## config.mk

```make
export PLATFORM = sky130hd
export DESIGN_NAME = score_text_ctrl
export DESIGN_NICKNAME = d
export VERILOG_FILES = /design/src/rtl/score_text_pkg.sv /design/src/rtl/score_text_ctrl_bin2bcd.sv /design/src/rtl/score_text_ctrl.sv
export SDC_FILE = /design/constraint.sdc
export NUM_CORES = 1
export LEC_CHECK = 0
export ABC_AREA = 1
export BUFFER_PORTS_ARGS = -buffer_cell sky130_fd_sc_hd__buf_2
export CAP_MARGIN = 20
export CORE_MARGIN = 4
export CORE_UTILIZATION = 30
export DETAILED_ROUTE_END_ITERATION = 10
export GPL_ROUTABILITY_DRIVEN = 0
export HOLD_SLACK_MARGIN = 0.03
export PLACE_DENSITY_LB_ADDON = 0.12
export SYNTH_ARGS = -nofsm -noshare
export SYNTH_HDL_FRONTEND = slang
export SYNTH_SLANG_ARGS = --single-unit
```

## constraint.sdc

```tcl
create_clock -name clk -period 2.3 [get_ports clk]
set_input_delay 0.23 -clock clk [delete_from_list [all_inputs] [get_ports clk]]
set_output_delay 0.23 -clock clk [all_outputs]
set_load 0.02 [all_outputs]
```

## src/rtl/score_text_pkg.sv

```systemverilog
// Shared constants and types for the status text overlay.
// Used by the score line controller and its BCD converter.
package score_text_pkg;

  localparam logic [6:0] SPACE      = 7'h20;
  localparam logic [6:0] ASCII_ZERO = 7'h30;

  typedef enum logic [1:0] {
    IDLE,
    SHIFT,
    COMMIT
  } state_t;

  function automatic int unsigned max_score(input int unsigned digits);
    int unsigned m;
    m = 1;
    for (int i = 0; i < digits; i++) m = m * 10;
    return m - 1;
  endfunction

endpackage

```

## src/rtl/score_text_ctrl_bin2bcd.sv

```systemverilog
// Sequential shift-add-3 binary to BCD converter with valid/ready input.
// Saturates the input to the largest displayable value.
module bin2bcd_seq
  import score_text_pkg::*;
#(
  parameter int SCORE_W = 14,
  parameter int DIGITS  = 4
) (
  input  logic                  clk,
  input  logic                  rst,
  input  logic [SCORE_W-1:0]    score_in,
  input  logic                  score_valid,
  output logic                  score_ready,
  output logic                  busy,
  output logic [4*DIGITS-1:0]   bcd,
  output logic                  done
);

  localparam int unsigned          MAX   = max_score(DIGITS);
  localparam logic [SCORE_W-1:0]   MAX_V = SCORE_W'(MAX);

  state_t                state;
  state_t                state_nx;
  logic [SCORE_W-1:0]    bin;
  logic [4*DIGITS-1:0]   work;
  logic [4*DIGITS-1:0]   adj;
  logic [SCORE_W-1:0]    sat;
  logic [4:0]            cnt;

  assign sat = (32'(score_in) > MAX) ? MAX_V : score_in;
  assign bcd = work;

  // Per-nibble correction; no carry crosses nibble boundaries
  always_comb begin
    adj = work;
    for (int i = 0; i < DIGITS; i++) begin
      if (work[4*i +: 4] >= 4'd5)
        adj[4*i +: 4] = work[4*i +: 4] + 4'd3;
    end
  end

  always_comb begin
    state_nx    = state;
    score_ready = 1'b0;
    busy        = 1'b0;
    done        = 1'b0;
    unique case (state)
      IDLE: begin
        score_ready = 1'b1;
        if (score_valid) state_nx = SHIFT;
      end
      SHIFT: begin
        busy = 1'b1;
        if (cnt == 5'(SCORE_W - 1)) state_nx = COMMIT;
      end
      COMMIT: begin
        busy     = 1'b1;
        done     = 1'b1;
        state_nx = IDLE;
      end
      default: state_nx = IDLE;
    endcase
  end

  always_ff @(posedge clk or posedge rst) begin
    if (rst) begin
      state <= IDLE;
      bin   <= '0;
      work  <= '0;
      cnt   <= '0;
    end else begin
      state <= state_nx;
      unique case (state)
        IDLE: begin
          if (score_valid) begin
            bin  <= sat;
            work <= '0;
            cnt  <= '0;
          end
        end
        SHIFT: begin
          {work, bin} <= {adj[4*DIGITS-2:0], bin, 1'b0};
          cnt         <= cnt + 5'd1;
        end
        default: ;
      endcase
    end
  end

endmodule

```

## src/rtl/score_text_ctrl.sv

```systemverilog
// Score line of the status overlay: label ROM lookup plus a
// blanked decimal score, served one registered character at a time.
module score_text_ctrl
  import score_text_pkg::*;
#(
  parameter int SCORE_W   = 14,
  parameter int DIGITS    = 4,
  parameter int LABEL_LEN = 5,
  parameter int DIGIT_COL = 6,
  parameter int BLANK_LZ  = 1
) (
  input  logic               clk,
  input  logic               rst,
  input  logic [SCORE_W-1:0] score_in,
  input  logic               score_valid,
  output logic               score_ready,
  output logic               busy,
  input  logic [7:0]         char_xy,
  output logic [6:0]         char_code,
  output logic [7:0]         rom_xy,
  input  logic [6:0]         rom_code
);

  logic [4*DIGITS-1:0] bcd;
  logic [4*DIGITS-1:0] digits;
  logic                done;
  logic [6:0]          code_nx;
  logic [3:0]          row;
  logic [3:0]          col;
  logic [3:0]          nib;
  logic                lead;

  bin2bcd_seq #(
    .SCORE_W (SCORE_W),
    .DIGITS  (DIGITS)
  ) u_conv (
    .clk         (clk),
    .rst         (rst),
    .score_in    (score_in),
    .score_valid (score_valid),
    .score_ready (score_ready),
    .busy        (busy),
    .bcd         (bcd),
    .done        (done)
  );

  assign row    = char_xy[7:4];
  assign col    = char_xy[3:0];
  assign rom_xy = {4'h0, col};

  always_ff @(posedge clk or posedge rst) begin
    if (rst) digits <= '0;
    else if (done) digits <= bcd;
  end

  // lead stays set while every digit so far (MSD first) is zero
  always_comb begin
    code_nx = SPACE;
    lead    = 1'b1;
    nib     = '0;
    for (int i = 0; i < DIGITS; i++) begin
      nib  = digits[4*(DIGITS-1-i) +: 4];
      lead = lead & (nib == 4'd0);
      if (row == 4'd0 && int'(col) == DIGIT_COL + i) begin
        if (BLANK_LZ != 0 && lead && i != DIGITS - 1)
          code_nx = SPACE;
        else
          code_nx = ASCII_ZERO + {3'b000, nib};
      end
    end
    if (row == 4'd0 && int'(col) < LABEL_LEN)
      code_nx = rom_code;
  end

  always_ff @(posedge clk or posedge rst) begin
    if (rst) char_code <= SPACE;
    else char_code <= code_nx;
  end

endmodule
```

==> flow_summary.json, run 1 <==
{
  "ir_worst_vdd_mv": 0.659,
  "yosysTopAreaCellShare_pct": 45.1,
  "grt_pass1_vias": 2590,
  "fp-row-count": 37,
  "synthCells": 427,
  "synth_simple_gate_area_share_pct": 23.3,
  "synthAdderAreaFrac_pct": 4.97,
  "final_antenna_net_count": 0,
  "drive_gt1_share_pct": 16.2,
  "critPathKind": "reg2reg",
  "fin_nets": 514,
  "cp_max_fo": 36,
  "wl_per_cell_um": 11.2,
  "ys_types": 33,
  "coreArea_um2": 10500,
  "arrival_ns": 2.07,
  "critical_path.most_common_cell": "nand2_4",
  "fin_util_pct": 36.7,
  "yosysWarnings": 0,
  "clockBufferDepth": 2,
  "clk_latency_ns": 0.34,
  "cts_tree": "done",
  "crit_path_end_kind": "register",
  "grt_max_degree": 52,
  "finClkSkew_ns": 0.00706,
  "final_area_um2": 3840,
  "yosys.area.top_type": "dfrtp_1",
  "grt_overflow": 0,
  "start_util_pct": 31.3,
  "cts_root_buffer": "clkbuf_8",
  "synth.area.top_cells": "dfrtp_1 45%, nand2_1 11%, o21ai_0 7.6%",
  "synth-compound-area-share_pct": 13.9,
  "dpl-instance-area_um2": 3590,
  "setup_tns_ns": 0,
  "fp.dieH_um": 112,
  "critical_path_required_ns": 2.55,
  "area_growth_pct": 17.4,
  "ios": 49,
  "crit_path_cell_trace": "inv_1 -> ha_1 -> nand2_4 -> nand2_4 -> inv_4 -> a21oi_1 -> nand2_1 -> o21ai_0",
  "grtUsageTotal_pct": 11.4,
  "path_clk_slew_ns": 0.07,
  "die-area_um2": 12700,
  "drt_iter0_drc": 72,
  "ys_seq_elements": 60,
  "die_w_um": 112,
  "antenna_cells": 0,
  "hold_class": "in2reg",
  "min_period_ns": 1.82,
  "cp-start-kind": "register",
  "grt_pass1_wl_um": 11800,
  "crit_path_top_delay_cell": "dfrtp_1",
  "layout_commonest_cell": "nand2_1",
  "htree_levels": 3,
  "setup_viol": 0,
  "period_share_pct": 79.2,
  "hold_start": "rom_code[5]",
  "maxCapViolCount": 0,
  "yosysSeqAreaShare_pct": 45.9,
  "rsz0062_at_grt": "no",
  "antenna_found_initial": 0,
  "hold_viol": 0,
  "layout_common_cells": "95 x nand2_1, 61 x inv_1, 59 x dfrtp_1, 50 x o21ai_0, 49 x nor2_1",
  "synth_top_family_by_area": "simple AND/OR/NAND/NOR gates",
  "holdWs_ns": 0.0835,
  "max_freq_ghz": 0.549,
  "drc": 0,
  "startpoint": "u_conv.state[1]$_DFFE_PP0P_",
  "synthMuxAreaShare_pct": 0,
  "wl_um": 6850,
  "cpPeakStageDelay_ns": 0.40,
  "first_pass_iters": 4,
  "p_leak_nw": 1.95,
  "viasPerCell": 4.39,
  "numCtsBuffers": 9,
  "power_density_nw_per_um2": 1230,
  "syn_avg_cell_area_um2": 7.67,
  "dpl.hpwl_um": 4900,
  "postCtsSetupRepairBufs": 0,
  "port_buffers": 44,
  "worstReg2RegStart": "u_conv.state[1]$_DFFE_PP0P_",
  "synth_area_um2": 3270,
  "dr_total_vias": 2677,
  "cts.sinks": 60,
  "maxSlewViolCount": 0,
  "status": "finished clean",
  "synthXorXnorAreaFrac_pct": 0.535
}
[per-layer routing]
| layer | wire length [um] | track usage, % |
|---|---|---|
| met1 | 3310 | 14.5 |
| met2 | 3040 | 18.1 |
| met3 | 386 | 2.70 |
| met4 | 116 | 5.37 |
| met5 | 0 | 0 |
[power breakdown]
group / switching, mW / internal [mW] / total, mW
Combinational: 1.21 / 0.604 / 1.82
Clock: 0.428 / 0.749 / 1.18
Sequential: 0.265 / 1.46 / 1.73
[what timing repair did]
action                    in CTS  in global routing
hold endpoints to repair       8                  0
hold buffers                   1                  0
resized for setup              0                  0
[state kept, by name, indices dropped and copies added, names as in the netlist]
register / flops
char_code: 7
u_conv.state: 2
u_conv.cnt: 5
digits: 16
u_conv.bcd: 16
u_conv.bin: 14
[final timing paths]
| path | to | slack [ns] | cells past startpoint |
|---|---|---|---|
| worst max-delay path | u_conv.bin[2]$_DFFE_PP0P_ | 0.48 | 8 |
| worst max register to register | u_conv.bin[2]$_DFFE_PP0P_ | 0.48 | 8 |
| min in group asynchronous | digits[3]$_DFFE_PP0N_ | 0.35 | 3 |
| worst min-delay path | char_code[5]$_DFF_PP1_ | 0.08 | 2 |
| worst min register to register | digits[15]$_DFFE_PP0N_ | 0.48 | 2 |
| max in group asynchronous | digits[8]$_DFFE_PP0N_ | 1.41 | 4 |
[area by class of cell]
type | instances | area [um^2]
Fill cell | 1130 | 6620
Sequential cell | 60 | 1500
Multi-Input combinational cell | 286 | 1420
Timing Repair Buffer | 48 | 265
Inverter | 64 | 243
Tap cell | 136 | 170
Clock buffer | 10 | 138
Clock inverter | 6 | 111
[through the flow]
step                      total power [mW]  setup slack, ns  instances
after detailed placement              3.58            0.493        593
final                                 4.72            0.478        610
after global routing                  5.16            0.304        610
after CTS                             4.80            0.458        610
after global placement                3.55            0.536        593
after floorplan                       3.18            0.587        430
[cell families (layout without fill, tap and decap cells)]
family,after synthesis,count (layout)
buffers and inverters,84,128
adder cells (fa/ha/maj),13,13
AND/OR/NAND/NOR,183,183
AO/OA/AOI/OAI,84,84
other,1,4
flip-flops,60,60
XOR/XNOR,2,2
[Yosys cell counts]
cell and count:
nand2_1 95, inv_1 62, dfrtp_1 59, o21ai_0 50, nor2_1 49, a21oi_1 23, nand3_1 23, ha_1 13
buf_4 9, buf_2 7, nand4_1 4, clkbuf_1 3, a21o_1 2, nand2_2 2, nand2_4 2, nor3_1 2
o21a_1 2, o22ai_1 2, o31ai_2 2, or2_2 2, xor2_1 2, a21oi_2 1, a31oi_1 1, and3_1 1
buf_6 1, conb_1 1, dfstp_2 1, inv_2 1, inv_4 1, nor2_2 1, nor4_1 1, o32ai_1 1
or2_1 1
[worst max-delay path: cells and delay by family (launching register included)]
family / cells / cell delay, ns
AND/OR/NAND/NOR: 3 / 0.53
flip-flops: 1 / 0.40
adder cells (fa/ha/maj): 1 / 0.34
buffers and inverters: 2 / 0.25
AO/OA/AOI/OAI: 2 / 0.21
Note: power is estimated with default switching activity, not from simulation.
==> run 2: changes to the inputs <==
- ABC_AREA: 1 -> 0
- clock period: 2.3 -> 1.5 ns (I/O delays scaled with it)
==> run 2 against run 1 <==
Effect of this change: the flow now finishes with violations (setup timing); largest power group unchanged; register-to-register slack worse by 0.56 ns; combinational power up 94%; flip-flop and latch count unchanged; clock skew up 0.0025 ns; area after synthesis down 2.2%; synthesized cell count down 27%; hold slack worse by 0.011 ns; die area down 2.0%; critical path type unchanged; non-clock buffer count up 55; clock power up 30%; highest routed layer unchanged; count of clock-buffer cells in the layout up 5; via count down 1.2%.
==> flow_summary.json, run 2 <==
{
  "ir_worst_vdd_mv": 1.08,
  "ys.flop_type": "dfrtp_1",
  "max_freq_ghz": 0.631,
  "yosysTopAreaCellShare_pct": 46.1,
  "grt_pass1_vias": 2657,
  "viasPerCell": 4.85,
  "drc": 0,
  "dpl.hpwl_um": 5300,
  "maxSlewViolCount": 0,
  "violations": "setup timing",
  "worst_slack_ns": -0.0859,
  "antenna_cells": 0,
  "cp.depth": 6,
  "async_reset_ff_share_pct": 100,
  "drt_iter0_drc": 54,
  "ys_seq_elements": 60,
  "synth_most_common_cell": "dfrtp_1",
  "dp.cells": 513,
  "total_power_mw": 7.48,
  "area_growth_pct": 37.9,
  "regArea_um2": 1500,
  "cp-start-kind": "register",
  "grt_overflow": 0,
  "critPathBufInv": 1,
  "ys_types": 50,
  "power_density_nw_per_um2": 1690,
  "clk_latency_ns": 0.34,
  "crit_path_top_delay_cell": "dfrtp_1",
  "grt_pass1_wl_um": 13100,
  "hold_class": "in2reg",
  "synth_common_cells": "59 x dfrtp_1, 21 x a21oi_1, 21 x o21ai_0",
  "path_clk_slew_ns": 0.07,
  "yosysWarnings": 0,
  "port_buffers": 44,
  "final_cells": 545,
  "hold_viol": 0,
  "wl_per_cell_um": 14.5,
  "period_share_pct": 106,
  "rr_endpoint": "u_conv.bin[5]$_DFFE_PP0P_",
  "crit_path_cell_trace": "inv_2 -> ha_4 -> mux2_4 -> and3_1 -> a21oi_2 -> o41ai_2",
  "wl_um": 7900,
  "htree_levels": 3,
  "arrival_ns": 1.79,
  "r2r.worst_path.cells": 6,
  "yosys.area.top_type": "dfrtp_1",
  "status": "finished with violations",
  "multi_input_area_um2": 1700,
  "min_period_ns": 1.59,
  "ios": 49,
  "syn_avg_cell_area_um2": 10.3,
  "cpPeakStageDelay_ns": 0.39,
  "setup_viol": 22,
  "fill_cells": 1025,
  "clockBufferDepth": 2,
  "critical_path_required_ns": 1.71,
  "start_util_pct": 30.9,
  "dpl-instance-area_um2": 3880,
  "die_w_um": 111,
  "synth_area_um2": 3200,
  "layout_common_cells": "59 x dfrtp_1, 47 x buf_4, 44 x buf_2, 19 x mux2_2",
  "synthCells": 310,
  "grt_max_degree": 61,
  "cts_tree": "done",
  "cpLargestDelayFamily": "flip-flops",
  "maxCapViolCount": 0,
  "die-area_um2": 12400,
  "first_pass_iters": 4,
  "cts.sinks": 60,
  "drive_gt1_share_pct": 44.0,
  "grtUsageTotal_pct": 12.9,
  "startpoint": "u_conv.state[1]$_DFFE_PP0P_",
  "finClkSkew_ns": 0.00957,
  "fp-row-count": 37,
  "p_leak_nw": 1.98,
  "crit_path_end_kind": "register",
  "antenna_found_initial": 0,
  "fp.dieH_um": 111,
  "r2r_setup_slack_ns": -0.09,
  "cts_root_buffer": "clkbuf_8",
  "synth.area.top_cells": "dfrtp_1 46%, mux2_2 7.0%, ha_1 5.1%",
  "coreArea_um2": 10400,
  "final_area_um2": 4420,
  "yosysSeqAreaShare_pct": 46.9,
  "worstReg2RegStart": "u_conv.state[1]$_DFFE_PP0P_",
  "rsz0062_at_grt": "yes",
  "synth_edf_count": 0,
  "layout_commonest_cell": "dfrtp_1",
  "crit_end": "u_conv.bin[5]$_DFFE_PP0P_",
  "final_antenna_net_count": 0,
  "critPathKind": "reg2reg",
  "fin_nets": 449,
  "numCtsBuffers": 9,
  "cp_max_fo": 6,
  "dr_total_vias": 2644
}
-- run 2: cell types whose count changed after synthesis, sizes merged, moves of 9 or more --
| cell | previous run | this run |
|---|---|---|
| inv | 64 | 18 |
| mux2 | 0 | 20 |
| nand2 | 99 | 14 |
| nand3 | 23 | 5 |
| nand3b | 0 | 9 |
| nor2 | 50 | 14 |
| o21ai | 50 | 22 |
-- run 2: worst min path at each step --
stage,cells past startpoint,startpoint,to
floorplan,1,rst,char_code[0]$_DFF_PP0_
global placement,3,rst,u_conv.bcd[1]$_DFFE_PP0P_
detailed placement,3,rst,u_conv.bcd[1]$_DFFE_PP0P_
CTS,3,rom_code[1],char_code[1]$_DFF_PP0_
global route,3,rom_code[1],char_code[1]$_DFF_PP0_
finish,3,rom_code[1],char_code[1]$_DFF_PP0_
-- run 2: report_power, final --
part	total, mW	switching, mW	internal [mW]
Combinational	3.53	1.71	1.82
Sequential	2.42	0.363	2.06
Clock	1.53	0.621	0.907
-- run 2: worst reg2reg max path, delay by kind of cell, from the launching register on --
family                   cells  cell delay, ns
AND/OR/NAND/NOR              1            0.20
multiplexers                 1            0.35
adder cells (fa/ha/maj)      1            0.18
buffers and inverters        1            0.12
flip-flops                   1            0.39
AO/OA/AOI/OAI                2            0.22
-- run 2: routing by layer --
layer,track usage (%),wire (um)
met1,16.0,3600
met2,21.8,3760
met5,0,0
met4,4.06,132
met3,3.80,401
-- run 2: metrics by stage --
stage	setup TNS [ns]	hold WS [ns]	worst slack [ns]	util (%)
finish	-0.805	0.0728	-0.0859	42.6
global placement	-0.381	0.267	-0.0569	37.4
CTS	-0.738	0.0484	-0.0640	41.1
global route	-2.95	0.0668	-0.149	42.6
detailed placement	-1.04	0.269	-0.120	37.4
floorplan	0	0.256	0.00550	-
-- run 2: cells by family after synthesis --
logic type,count (synthesis),synth area share (%)
compound gates,83,16.8
xor+xnor,9,2.46
fa+ha+maj,13,5.08
buf+inv,42,6.76
flops,60,46.9
mux,23,7.97
other cells,1,0.117
simple gates,79,13.9
-- run 2: area by class of cell --
class | instances | area share (%)
Clock inverter | 1 | 0.680
Tap cell | 136 | 3.85
Inverter | 18 | 1.62
Sequential cell | 60 | 34.0
Clock buffer | 15 | 4.00
Timing Repair Buffer | 103 | 17.2
Multi-Input combinational cell | 212 | 38.6
-- run 2: repair_timing --
action	CTS	global route
endpoints found under the hold margin	62	0
endpoints found under the setup margin	24	36
buffers inserted	3	7
hold buffers	4	0
gates resized for setup	24	23
pin swaps	3	6
gates cloned	1	1
==> run 3: changes to the inputs <==
- PLACE_DENSITY_LB_ADDON: 0.12 -> default
==> run 3 against run 2 <==
Effect of this change: the run still ends with setup timing left; maximum frequency is 1.3% higher; core utilization up 3.6 points; sequential power rose by 2%; design area up 8.4%; critical endpoint is now u_conv.bin[3]$_DFFE_PP0P_; flip-flop and latch count did not move; clock power is 21% higher; total power grew 17%; critical path depth increased by 2; largest cell class unchanged; global-route usage is 0.18 points lower.
==> flow_summary.json, run 3 (synthesis results as in run 2) <==
{
  "dr_total_vias": 2786,
  "holdWs_ns": 0.0776,
  "arrival_ns": 1.79,
  "maxSlewViolCount": 0,
  "worstReg2RegStart": "u_conv.state[1]$_DFFE_PP0P_",
  "cts.sinks": 60,
  "fin_nets": 449,
  "clockBufferDepth": 2,
  "rsz0062_at_grt": "yes",
  "r2r.worst_path.cells": 8,
  "dpl-instance-area_um2": 3840,
  "fp.dieH_um": 111,
  "hold_viol": 0,
  "crit_path_top_delay_cell": "dfrtp_1",
  "crit_path_cell_trace": "inv_2 -> ha_4 -> buf_6 -> nand2_4 -> o21a_4 -> buf_12 -> nor3_1 -> a21oi_1",
  "htree_levels": 3,
  "ios": 49,
  "drive_gt1_share_pct": 48.4,
  "cp-start-kind": "register",
  "rr_endpoint": "u_conv.bin[3]$_DFFE_PP0P_",
  "final_area_um2": 4790,
  "drt_iter0_drc": 138,
  "antenna_cells": 0,
  "min_period_ns": 1.57,
  "grt_overflow": 0,
  "fp-row-count": 37,
  "grt_pass1_vias": 2677,
  "grt_max_degree": 61,
  "numCtsBuffers": 9,
  "clk_latency_ns": 0.34,
  "start_util_pct": 30.9,
  "cts_root_buffer": "clkbuf_8",
  "grt_pass1_wl_um": 13000,
  "layout_commonest_cell": "dfrtp_1",
  "crit_path_end_kind": "register",
  "setup_viol": 22,
  "ir_worst_vdd_mv": 1.45,
  "max_freq_ghz": 0.639,
  "p_leak_nw": 2.14,
  "port_buffers": 44,
  "finClkSkew_ns": 0.00845,
  "critPathKind": "reg2reg",
  "die-area_um2": 12400,
  "dpl.hpwl_um": 5090,
  "crit_end": "u_conv.bin[3]$_DFFE_PP0P_",
  "maxCapViolCount": 0,
  "cts_tree": "done",
  "final_antenna_net_count": 0,
  "violations": "setup timing",
  "cpPeakStageDelay_ns": 0.38,
  "path_clk_slew_ns": 0.07,
  "hold_class": "in2reg",
  "area_growth_pct": 49.5,
  "startpoint": "u_conv.state[1]$_DFFE_PP0P_",
  "die_w_um": 111,
  "wl_per_cell_um": 16.1,
  "critical_path_required_ns": 1.72,
  "cp_max_fo": 6,
  "antenna_found_initial": 0,
  "coreArea_um2": 10400,
  "r2r_setup_slack_ns": -0.07,
  "status": "finished with violations",
  "viasPerCell": 5.11,
  "period_share_pct": 104,
  "grtUsageTotal_pct": 12.7,
  "power_density_nw_per_um2": 1830,
  "layout_common_cells": "59 x dfrtp_1, 44 x buf_2, 33 x buf_4, 21 x mux2_4",
  "drc": 0,
  "worst_slack_ns": -0.0655,
  "wl_um": 8790,
  "first_pass_iters": 4
}
-- run 3: cell types whose count changed in the layout (fill, tap and decap cells not counted), sizes merged --
cell / delta
bufinv: +2
buf: -6
mux2: +2
clkinv: +1
clkbuf: +1
-- run 3: final cells by class --
type	instances	area (um^2)
Clock buffer	12	155
Fill cell	952	5580
Multi-Input combinational cell	214	1940
Timing Repair Buffer	101	855
Tap cell	136	170
Clock inverter	4	95.1
Sequential cell	60	1500
Inverter	18	71.3
-- run 3: how the worst min path moves through the flow --
stage	start	to	slack (ns)	cells past startpoint
3_5_place_dp	rst	digits[0]$_DFFE_PP0N_	0.27	3
6_report	score_in[11]	u_conv.bin[11]$_DFFE_PP0P_	0.08	3
5_1_grt	rom_code[0]	char_code[0]$_DFF_PP0_	0.07	3
4_1_cts	rom_code[1]	char_code[1]$_DFF_PP0_	0.06	3
2_1_floorplan	rst	char_code[0]$_DFF_PP0_	0.26	1
3_3_place_gp	rst	u_conv.bcd[1]$_DFFE_PP0P_	0.27	3
-- run 3: per-layer routing --
layer	vias up	wire length [um]	share of wire (%)	global-route usage [%]
li1	1312	-	-	-
met1	1378	3850	44	17.0
met2	90	4390	50	20.2
met3	6	507	5.8	4.18
met4	0	41	0.47	2.84
met5	-	0	0	0
-- run 3: timing repair --
item / CTS / global route
gates cloned: 3 / 7
hold buffers: 4 / 0
pin swaps: 7 / 20
setup buffers: 4 / 4
gates resized for setup: 39 / 63
setup endpoints to repair: 21 / 51
hold endpoints to repair: 62 / 0
-- run 3: worst max-delay path, delay by kind of cell (launching register included) --
| kind | cells | cell delay (ns) |
|---|---|---|
| fa+ha+maj | 1 | 0.18 |
| compound gates | 2 | 0.26 |
| simple gates | 2 | 0.22 |
| buf+inv | 3 | 0.42 |
| flops | 1 | 0.38 |
-- run 3: report_power, final --
group | total [mW] | switching, mW | internal (mW)
Clock | 1.85 | 0.652 | 1.19
Sequential | 2.48 | 0.423 | 2.06
Combinational | 4.45 | 2.07 | 2.38
-- run 3: through the flow --
step                      setup TNS (ns)  cells  setup slack (ns)  utilization (%)  power [mW]
after floorplan                        0    313           0.00550                -        4.19
after global placement            -0.154    507           -0.0323             37.1        5.15
after detailed placement          -0.632    507           -0.0685             37.1        5.24
after CTS                         -0.315    534           -0.0540             42.0        7.65
after global routing               -2.43    545            -0.150             46.2        9.28
final                             -0.699    545           -0.0655             46.2        8.77
